## src/rtl/uart_pkg.sv

```systemverilog
// Shared UART definitions: transmitter FSM state encoding and the default bit period.
package uart_pkg;

  localparam int DEFAULT_CLKS_PER_BIT = 434;

  typedef enum logic [2:0] {
    IDLE          = 3'd0,
    TX_START_BIT  = 3'd1,
    TX_DATA_BITS  = 3'd2,
    TX_STOP_BIT   = 3'd3,
    CLEAN_UP      = 3'd4,
    TX_PARITY_BIT = 3'd5
  } uart_state_e;

endpackage

```

## src/rtl/uart_baud_cnt.sv

```systemverilog
// Bit-period counter: counts 0..i_tc_val while enabled, pulses o_tc on the last count and
// wraps to 0 on its own. The receiver can reuse it with a half-period terminal value.
module uart_baud_cnt #(
  parameter int WIDTH = 9
) (
  input  logic             clk,
  input  logic             reset,
  input  logic             i_clr,
  input  logic             i_en,
  input  logic [WIDTH-1:0] i_tc_val,
  output logic             o_tc
);

  logic [WIDTH-1:0] r_count;

  assign o_tc = i_en && (r_count == i_tc_val);

  always_ff @(posedge clk or posedge reset) begin
    if (reset) begin
      r_count <= '0;
    end else if (i_clr || o_tc) begin
      r_count <= '0;
    end else if (i_en) begin
      r_count <= r_count + WIDTH'(1);
    end
  end

endmodule

```

## src/rtl/uart_tx.sv

```systemverilog
// UART transmitter: 1 start, 8 data bits LSB first, STOP_BITS stop bits, valid/ready input.
// Define UART_TX_PARITY_EN to insert a parity bit (sense set by PARITY_ODD) after data bit 7.
module uart_tx
  import uart_pkg::*;
#(
  parameter int CLKS_PER_BIT = DEFAULT_CLKS_PER_BIT,
  parameter int STOP_BITS    = 1,
  parameter int PARITY_ODD   = 0
) (
  input  logic       clk,
  input  logic       reset,
  input  logic       tx_valid,
  input  logic [7:0] tx_data,
  output logic       tx_ready,
  output logic       tx_busy,
  output logic       tx_done,
  output logic       uart_txd
);

  localparam int CNT_W = $clog2(CLKS_PER_BIT * STOP_BITS);
  localparam logic [CNT_W-1:0] BIT_TC  = CNT_W'(CLKS_PER_BIT - 1);
  localparam logic [CNT_W-1:0] STOP_TC = CNT_W'(CLKS_PER_BIT * STOP_BITS - 1);

  if (CLKS_PER_BIT < 2 || STOP_BITS < 1 || STOP_BITS > 2 || PARITY_ODD < 0 || PARITY_ODD > 1)
  begin : g_bad_cfg
    $error("uart_tx: unsupported parameter combination");
  end

  uart_state_e      r_state, w_state_n;
  logic [7:0]       r_shift, w_shift_n;
  logic [2:0]       r_bit_idx, w_bit_idx_n;
  logic             r_txd, w_txd_n;
  logic             w_cnt_clr, w_cnt_en, w_cnt_tc;
  logic [CNT_W-1:0] w_tc_val;

  uart_baud_cnt #(.WIDTH(CNT_W)) u_baud_cnt (
    .clk      (clk),
    .reset    (reset),
    .i_clr    (w_cnt_clr),
    .i_en     (w_cnt_en),
    .i_tc_val (w_tc_val),
    .o_tc     (w_cnt_tc)
  );

`ifdef UART_TX_PARITY_EN
  // Parity is captured with the byte, since the shift register is consumed as bits go out.
  logic r_parity;
  always_ff @(posedge clk or posedge reset) begin
    if (reset) begin
      r_parity <= 1'b0;
    end else if (r_state == IDLE && tx_valid) begin
      r_parity <= (^tx_data) ^ (PARITY_ODD != 0);
    end
  end
`endif

  always_ff @(posedge clk or posedge reset) begin
    if (reset) begin
      r_state   <= IDLE;
      r_shift   <= '0;
      r_bit_idx <= '0;
      r_txd     <= 1'b1;
    end else begin
      r_state   <= w_state_n;
      r_shift   <= w_shift_n;
      r_bit_idx <= w_bit_idx_n;
      r_txd     <= w_txd_n;
    end
  end

  always_comb begin
    w_state_n   = r_state;
    w_shift_n   = r_shift;
    w_bit_idx_n = r_bit_idx;
    w_txd_n     = r_txd;
    w_cnt_clr   = 1'b0;
    w_cnt_en    = 1'b0;
    w_tc_val    = BIT_TC;
    case (r_state)
      IDLE: begin
        w_txd_n     = 1'b1;
        w_cnt_clr   = 1'b1;
        w_bit_idx_n = '0;
        if (tx_valid) begin
          w_shift_n = tx_data;
          w_txd_n   = 1'b0;
          w_state_n = TX_START_BIT;
        end
      end
      TX_START_BIT: begin
        w_cnt_en = 1'b1;
        if (w_cnt_tc) begin
          w_txd_n   = r_shift[0];
          w_state_n = TX_DATA_BITS;
        end
      end
      TX_DATA_BITS: begin
        w_cnt_en = 1'b1;
        if (w_cnt_tc) begin
          w_bit_idx_n = r_bit_idx + 3'd1;
          w_shift_n   = r_shift >> 1;
          w_txd_n     = r_shift[1];
          if (r_bit_idx == 3'd7) begin
`ifdef UART_TX_PARITY_EN
            w_txd_n   = r_parity;
            w_state_n = TX_PARITY_BIT;
`else
            w_txd_n   = 1'b1;
            w_state_n = TX_STOP_BIT;
`endif
          end
        end
      end
`ifdef UART_TX_PARITY_EN
      TX_PARITY_BIT: begin
        w_cnt_en = 1'b1;
        if (w_cnt_tc) begin
          w_txd_n   = 1'b1;
          w_state_n = TX_STOP_BIT;
        end
      end
`endif
      TX_STOP_BIT: begin
        w_cnt_en = 1'b1;
        w_tc_val = STOP_TC;
        if (w_cnt_tc) begin
          w_state_n = CLEAN_UP;
        end
      end
      CLEAN_UP: begin
        w_txd_n   = 1'b1;
        w_state_n = IDLE;
      end
      default: begin
        w_txd_n   = 1'b1;
        w_state_n = IDLE;
      end
    endcase
  end

  assign tx_ready = (r_state == IDLE);
  assign tx_busy  = (r_state != IDLE);
  assign tx_done  = (r_state == CLEAN_UP);
  assign uart_txd = r_txd;

endmodule

```

## config.mk

```make
export PLATFORM = sky130hd
export DESIGN_NAME = uart_tx
export DESIGN_NICKNAME = d
export VERILOG_FILES = /design/src/rtl/uart_pkg.sv /design/src/rtl/uart_baud_cnt.sv /design/src/rtl/uart_tx.sv
export SDC_FILE = /design/constraint.sdc
export NUM_CORES = 1
export LEC_CHECK = 0
export CORE_UTILIZATION = 49
export CTS_CLUSTER_SIZE = 8
export DETAILED_ROUTE_END_ITERATION = 8
export GPL_TIMING_DRIVEN = 0
export PLACE_DENSITY = 0.82
export SYNTH_ARGS = -nofsm -noshare
export SYNTH_HDL_FRONTEND = slang
export SYNTH_SLANG_ARGS = --single-unit
export TNS_END_PERCENT = 100
```

## constraint.sdc

```tcl
create_clock -name clk -period 1.7 [get_ports clk]
set_clock_uncertainty 0.2 [all_clocks]
set_input_delay 0.425 -clock clk [delete_from_list [all_inputs] [get_ports clk]]
set_output_delay 0.425 -clock clk [all_outputs]
set_load 0.03 [all_outputs]
```

==> results.toml, run 1 <==
[synth]
ys_seq_elements = 24
syn_inst = 126
async_flop_share = 1.000
syn_area_mm2 = 0.001287
synth-adder-area-share = 0.03887
synth_top_family_by_area = "simple AND/OR/NAND/NOR gates"
yosys.area_share.xor_xnor = 0.06122
synth_simple_gate_area_share = 0.2449
yosysSeqAreaShare = 0.4674
ys.flop_type = "dfrtp_1"
syn-num-nets = 141
ys_types = 35
synth-edff-count = 0
synth_area_per_cell_um2 = 10.22
yosys_warnings = 0
synth-compound-area-share = 0.1574
synth.area.mux_share = 0
synth_area_leader_cell = "dfrtp_1"
yosysTopAreaCellShare = 0.4470
synth_area_leaders = "dfrtp_1 45%, nor2_1 4.7%, xnor2_1 4.1%, ha_1 3.9%, o22a_1 3.4%"

[timing]
period_needed_ps = 1970
fmax_ghz = 0.5077
slew_viol_final = 0
final.period_utilization = 1.159
worst_pin_slew_ps = 901.9
rsz0062_at_grt = "true"
hold_violations = 0
layout_setup_ws_ps = -269.6
setup_viol = 7
relSlewSlack = 0.3981

[clocking]
clkLatencyLatePin_ps = 320
cts_root_buf = "clkbuf_4"
cts_inserted_buffers = 3
htreeDepth = 1
cts_hold_buffers = 0
clk_path_buf_depth = 2
cts.sinks = 24
cts_tree = "built"
clkTransAtPathRegs_ps = 130

[global_route]
grt_overflow = 0
grt_max_degree = 25
grtUsageTotal = 0.2298
antenna_found_initial = 0
grt_pass1_vias = 1023
grt_pass1_wl_um = 4547

[placed_design]
routabilityCongestion = 0.7576
dpl.hpwl_um = 1909
place.port_buffers = 14
dp_cells = 170

[worst_setup_path]
worst_setup_path_start_kind = "register"
startpoint = "r_state[0]"
rr_worst_depth = 6
criticalPathCategory = "reg2out"
ff2ff_setup_slack_ps = -20
rr_startpoint = "u_baud_cnt.r_count[1]"
critPathRequiredTime_ps = 1070
crit_end = "tx_done"
cp_max_fo = 2
crit_path_end_kind = "output pin"
r2r-end = "u_baud_cnt.r_count[3]"
worstPathArrival_ps = 1340

[routing]
wl_per_cell_um = 15.94
drt.antenna.violating_nets = 0
drc = 0
via_per_inst = 5.702
vias = 1089
firstDrtPassIters = 4
finalWirelength_um = 3044
dr.first_iter.drc_count = 14

[layout]
layoutNonFillerInstCount = 191
n_fill_cell = 199
num_antenna_cells = 0
drive_gt1_frac = 0.2981
area_growth_pct = 34.11
layout.nets = 177

[floorplan]
die_area_mm2 = 0.002837
initial_utilization = 0.5197
fp.dieH_um = 53.26
core_area_mm2 = 0.002477
die_w_um = 53.26
io_pins = 15
rows = 18

[power_and_ir_drop]
fin_total_pwr_mw = 1.019
power_density_mw_per_mm2 = 590.0
p_leak_nw = 0.7894
irDropWorstVdd_mv = 0.7888

[status]
status = "complete, but fails checks"
violations = "negative setup slack"

[job]
drv_cap = 0

[hold_path]
min_path_type = "reg2reg"
## layer usage
metal  routed length (um)  vias up  GRT usage
li1                     -      520          -
met1                 1260      543     0.2795
met2                 1624       20     0.3854
met3                  100        6    0.06897
met4                   59        0    0.07018
met5                    0        -          0
## per-stage QoR
stage	cell area [um^2]	setup WS, ps	util	hold slack (ps)	setup TNS (ps)
6_report	1727	-269.6	0.6970	310.6	-748.6
5_1_grt	1727	-306.6	0.6970	331.8	-1865
4_1_cts	1638	-247.1	0.6611	311.7	-638.9
3_5_place_dp	1473	-637.0	0.5944	281.5	-4946
3_3_place_gp	1473	-611.6	0.5944	277.4	-3989
2_1_floorplan	1295	-32.45	-	238.9	-32.45
## what timing repair did
item	in CTS	in global routing
endpoints found under the hold margin	0	0
buffers inserted	9	8
resized for setup	40	6
gates cloned	1	0
setup endpoints to repair	20	20
pin swaps	4	15
## cells by family (layout without fill, tap and decap cells)
kind of cell    Yosys count  count (layout)
compound gates           28              28
simple gates             53              54
fa+ha+maj                 4               4
xor+xnor                  9               9
flops                    24              24
buf+inv                   8              42
## power by group
part	switching, mW	total (mW)	internal (mW)
registers	0	0.571	0.571
logic	0.0174	0.0379	0.0204
clock network	0.171	0.410	0.239
total	0.189	1.02	0.830
## how the worst min path moves through the flow
stage                    start           end  slack, ps  depth (start not counted)
floorplan                reset  r_bit_idx[0]        240                          1
global placement    r_shift[4]    r_shift[4]        280                          1
detailed placement  r_shift[5]    r_shift[5]        280                          1
CTS                 r_shift[5]    r_shift[5]        310                          1
global route        r_shift[5]    r_shift[5]        330                          1
finish              r_shift[5]    r_shift[5]        310                          1
## cells in the final DEF (no fill, tap or decap), types with 2 or more instances in the layout
cell type / n
dfrtp_1: 21
buf_6: 7
o21ai_0: 3
clkbuf_4: 3
nor2b_1: 4
nand4_4: 2
nand3_1: 8
xor2_1: 3
nand4b_1: 3
clkdlybuf4s50_1: 9
nand2_1: 5
o22ai_1: 2
inv_1: 4
dfrtp_2: 2
ha_1: 4
nor3_1: 3
xnor2_1: 6
buf_4: 16
o21a_1: 5
nor2_1: 15
a21oi_1: 7
o22a_1: 5
nor2_4: 2
nor3_2: 3
nand2_4: 2
## cell type report
class | instances | area, um^2 | share of cell area
tap | 30 | 37.54 | 0.02174
timing repair buffer | 30 | 271.5 | 0.1572
buffer | 3 | 30.03 | 0.01739
inverter | 5 | 18.77 | 0.01087
multi-input combinational | 95 | 711.9 | 0.4123
clock buffer | 3 | 22.52 | 0.01304
sequential | 24 | 604.3 | 0.3500
clock inverter | 1 | 30.03 | 0.01739
## cell usage after synthesis, drive strengths merged, types with 2 or more instances
master and count:
a21oi 8, buf 3, dfrtp 23, ha 4
inv 5, nand2 8, nand3 8, nand4 2
nand4b 3, nor2 17, nor2b 4, nor3 7
o21a 5, o21ai 4, o22a 5, o22ai 2
xnor2 6, xor2 3
## worst max-delay path, stage by stage, from the launching register on
cell	delay, ps
dfrtp_1	420
buf_6	130
or2_4	240
nor2_4	110
buf_6	130
## registers in the layout (all words and copies together), names as in the netlist
signal / flops
u_baud_cnt.r_count: 9
r_shift: 8
r_bit_idx: 3
r_state: 3
uart_txd: 1
Note: power is estimated with default switching activity, not from simulation.
==> inputs of run 2 (changes only) <==
Settings changed: ABC_CLOCK_PERIOD_IN_PS set to 1700, CELL_PAD_IN_SITES_DETAIL_PLACEMENT set to 1, CELL_PAD_IN_SITES_GLOBAL_PLACEMENT set to 2, CORE_UTILIZATION 49 to 31, PLACE_DENSITY 0.82 to 0.81.
==> run 2 against run 1 <==
The run still ends with negative setup slack left. First-iteration DRC count rose to 4.9 times the previous value. Combinational power rose by 7.9%. Critical path type unchanged. Critical path depth is the same. Final cell count increased by 9.9%.
==> results.toml, run 2 (synthesis gave the netlist of run 1 again) <==
[global_route]
grt_pass1_wl_um = 5740
grtUsageTotal = 0.1797
antenna_found_initial = 0
grt_use_met1 = 0.2155
top_usage_layer = "met2"
grt_overflow = 0
met3_usage = 0.02241
use_met2 = 0.3087
grt_max_degree = 25
grt_pass1_vias = 1181

[timing]
layout_setup_ws_ps = -219.7
worst_pin_slew_ps = 564.1
setup_viol = 10
hold_ws_ps = 306.0
relSlewSlack = 0.6231
final.period_utilization = 1.129
hold_violations = 0
period_needed_ps = 1920
fmax_ghz = 0.5209
slew_viol_final = 0
rsz0062_at_grt = "true"

[floorplan]
io_pins = 15
core_area_mm2 = 0.004000
fp.dieH_um = 66.45
rows = 23
die_w_um = 66.45
initial_utilization = 0.3219
die_area_mm2 = 0.004415

[power_and_ir_drop]
clock_power_share = 0.458
irDropWorstVdd_mv = 0.2949
p_int_uw = 906.7
power_frac_comb = 0.036
p_leak_nw = 0.7805
p_seq_frac = 0.506
p_sw_frac = 0.1960
p_sw_uw = 221.0
power_density_mw_per_mm2 = 633.4

[status]
violations = "negative setup slack"
status = "complete, but fails checks"

[clocking]
cts.sinks = 24
clk_path_buf_depth = 2
cts_hold_buffers = 0
cts_inserted_buffers = 3
clkTransAtPathRegs_ps = 90
cts_root_buf = "clkbuf_8"
htreeDepth = 1
cts_tree = "built"
clkLatencyLatePin_ps = 270

[routing]
vias = 1073
finalWirelength_um = 3511
firstDrtPassIters = 4
via_per_inst = 5.110
drt.antenna.violating_nets = 0
wl_per_cell_um = 16.72
drc = 0
dr.first_iter.drc_count = 68

[layout]
multiInputGateArea_um2 = 725.7
n_fill_cell = 441
drive_gt1_frac = 0.3063
area_growth_pct = 38.29
final_cell_mix = "22 x dfrtp_1, 15 x nor2_1, 13 x buf_4"
layout.nets = 176
top_register = "u_baud_cnt.r_count"
final_common_cell = "dfrtp_1"
largest_reg_flops = 9
seq_area_um2 = 603.1
num_antenna_cells = 0
top_regs = "u_baud_cnt.r_count (9), r_shift (8)"

[job]
drv_cap = 0

[placed_design]
dpl.hpwl_um = 2194
dp_slack_ps = -654.8
routabilityCongestion = 0.7122
place.port_buffers = 14

[worst_setup_path]
criticalPathCategory = "reg2out"
worst_setup_path_start_kind = "register"
crit_path_end_kind = "output pin"
startpoint = "r_state[0]"
cp_max_fo = 2
rr_startpoint = "u_baud_cnt.r_count[1]"
critPathRequiredTime_ps = 1070
worstPathArrival_ps = 1290

[hold_path]
min_path_type = "reg2reg"
min_from = "r_shift[2]"
[run 2: cell count changes in the layout (fill, tap and decap cells not counted), sizes merged]
cell	delta
buf	-1
clkinvlp	+1
inv	-1
[run 2: path summary, 6_finish.rpt]
check	cells after the start	to	slack, ps
worst max register to register	7	r_shift[0]	-80
worst min register to register	1	r_shift[2]	310
worst max-delay path	4	tx_ready	-220
min in group asynchronous	2	r_shift[3]	340
worst min-delay path	1	r_shift[2]	310
max in group asynchronous	2	uart_txd	610
[run 2: final cells by class]
class,count,area share
plain buffers,3,0.01476
clock inverters,1,0.01687
well taps,50,0.03514
clock buffers,3,0.02319
flip-flops and latches,24,0.3387
inverters,5,0.01265
multi-input cells,95,0.4076
repair buffers,29,0.1511
[run 2: metal layers]
metal / wire length [um] / up-vias
met5: 0 / -
li1: - / 521
met2: 1868 / 12
met1: 1499 / 532
met3: 53 / 8
met4: 90 / 0
[run 2: what timing repair did]
action	in CTS	in global routing
setup endpoints to repair	20	24
pin swaps	6	12
setup buffers	14	4
cloned	1	0
gates resized for setup	39	12
[run 2: metrics by stage]
| stage | instance area (um^2) | utilization | setup TNS [ps] | cells | power [mW] |
|---|---|---|---|---|---|
| finish | 1780 | 0.4451 | -1046 | 210 | 1.128 |
| detailed placement | 1498 | 0.3744 | -7391 | 190 | 0.6210 |
| CTS | 1719 | 0.4298 | -673.5 | 208 | 1.131 |
| global placement | 1498 | 0.3744 | -6164 | 190 | 0.6200 |
| floorplan | 1295 | - | -32.45 | 126 | 0.5907 |
| global route | 1780 | 0.4451 | -2214 | 210 | 1.155 |
[run 2: power groups by stage]
stage / clock (mW) / combinational, mW / sequential (mW)
final: 0.516 / 0.0409 / 0.571
after global routing: 0.540 / 0.0439 / 0.571
after CTS: 0.520 / 0.0397 / 0.571
after detailed placement: 0 / 0.0393 / 0.582
after global placement: 0 / 0.0383 / 0.582
after floorplan: 0 / 0.00900 / 0.582
[run 2: worst max-delay path: stages (launching register included)]
cell	delay, ps
dfrtp_1	410
buf_6	130
nor3_4	220
buf_6	140
buf_6	120
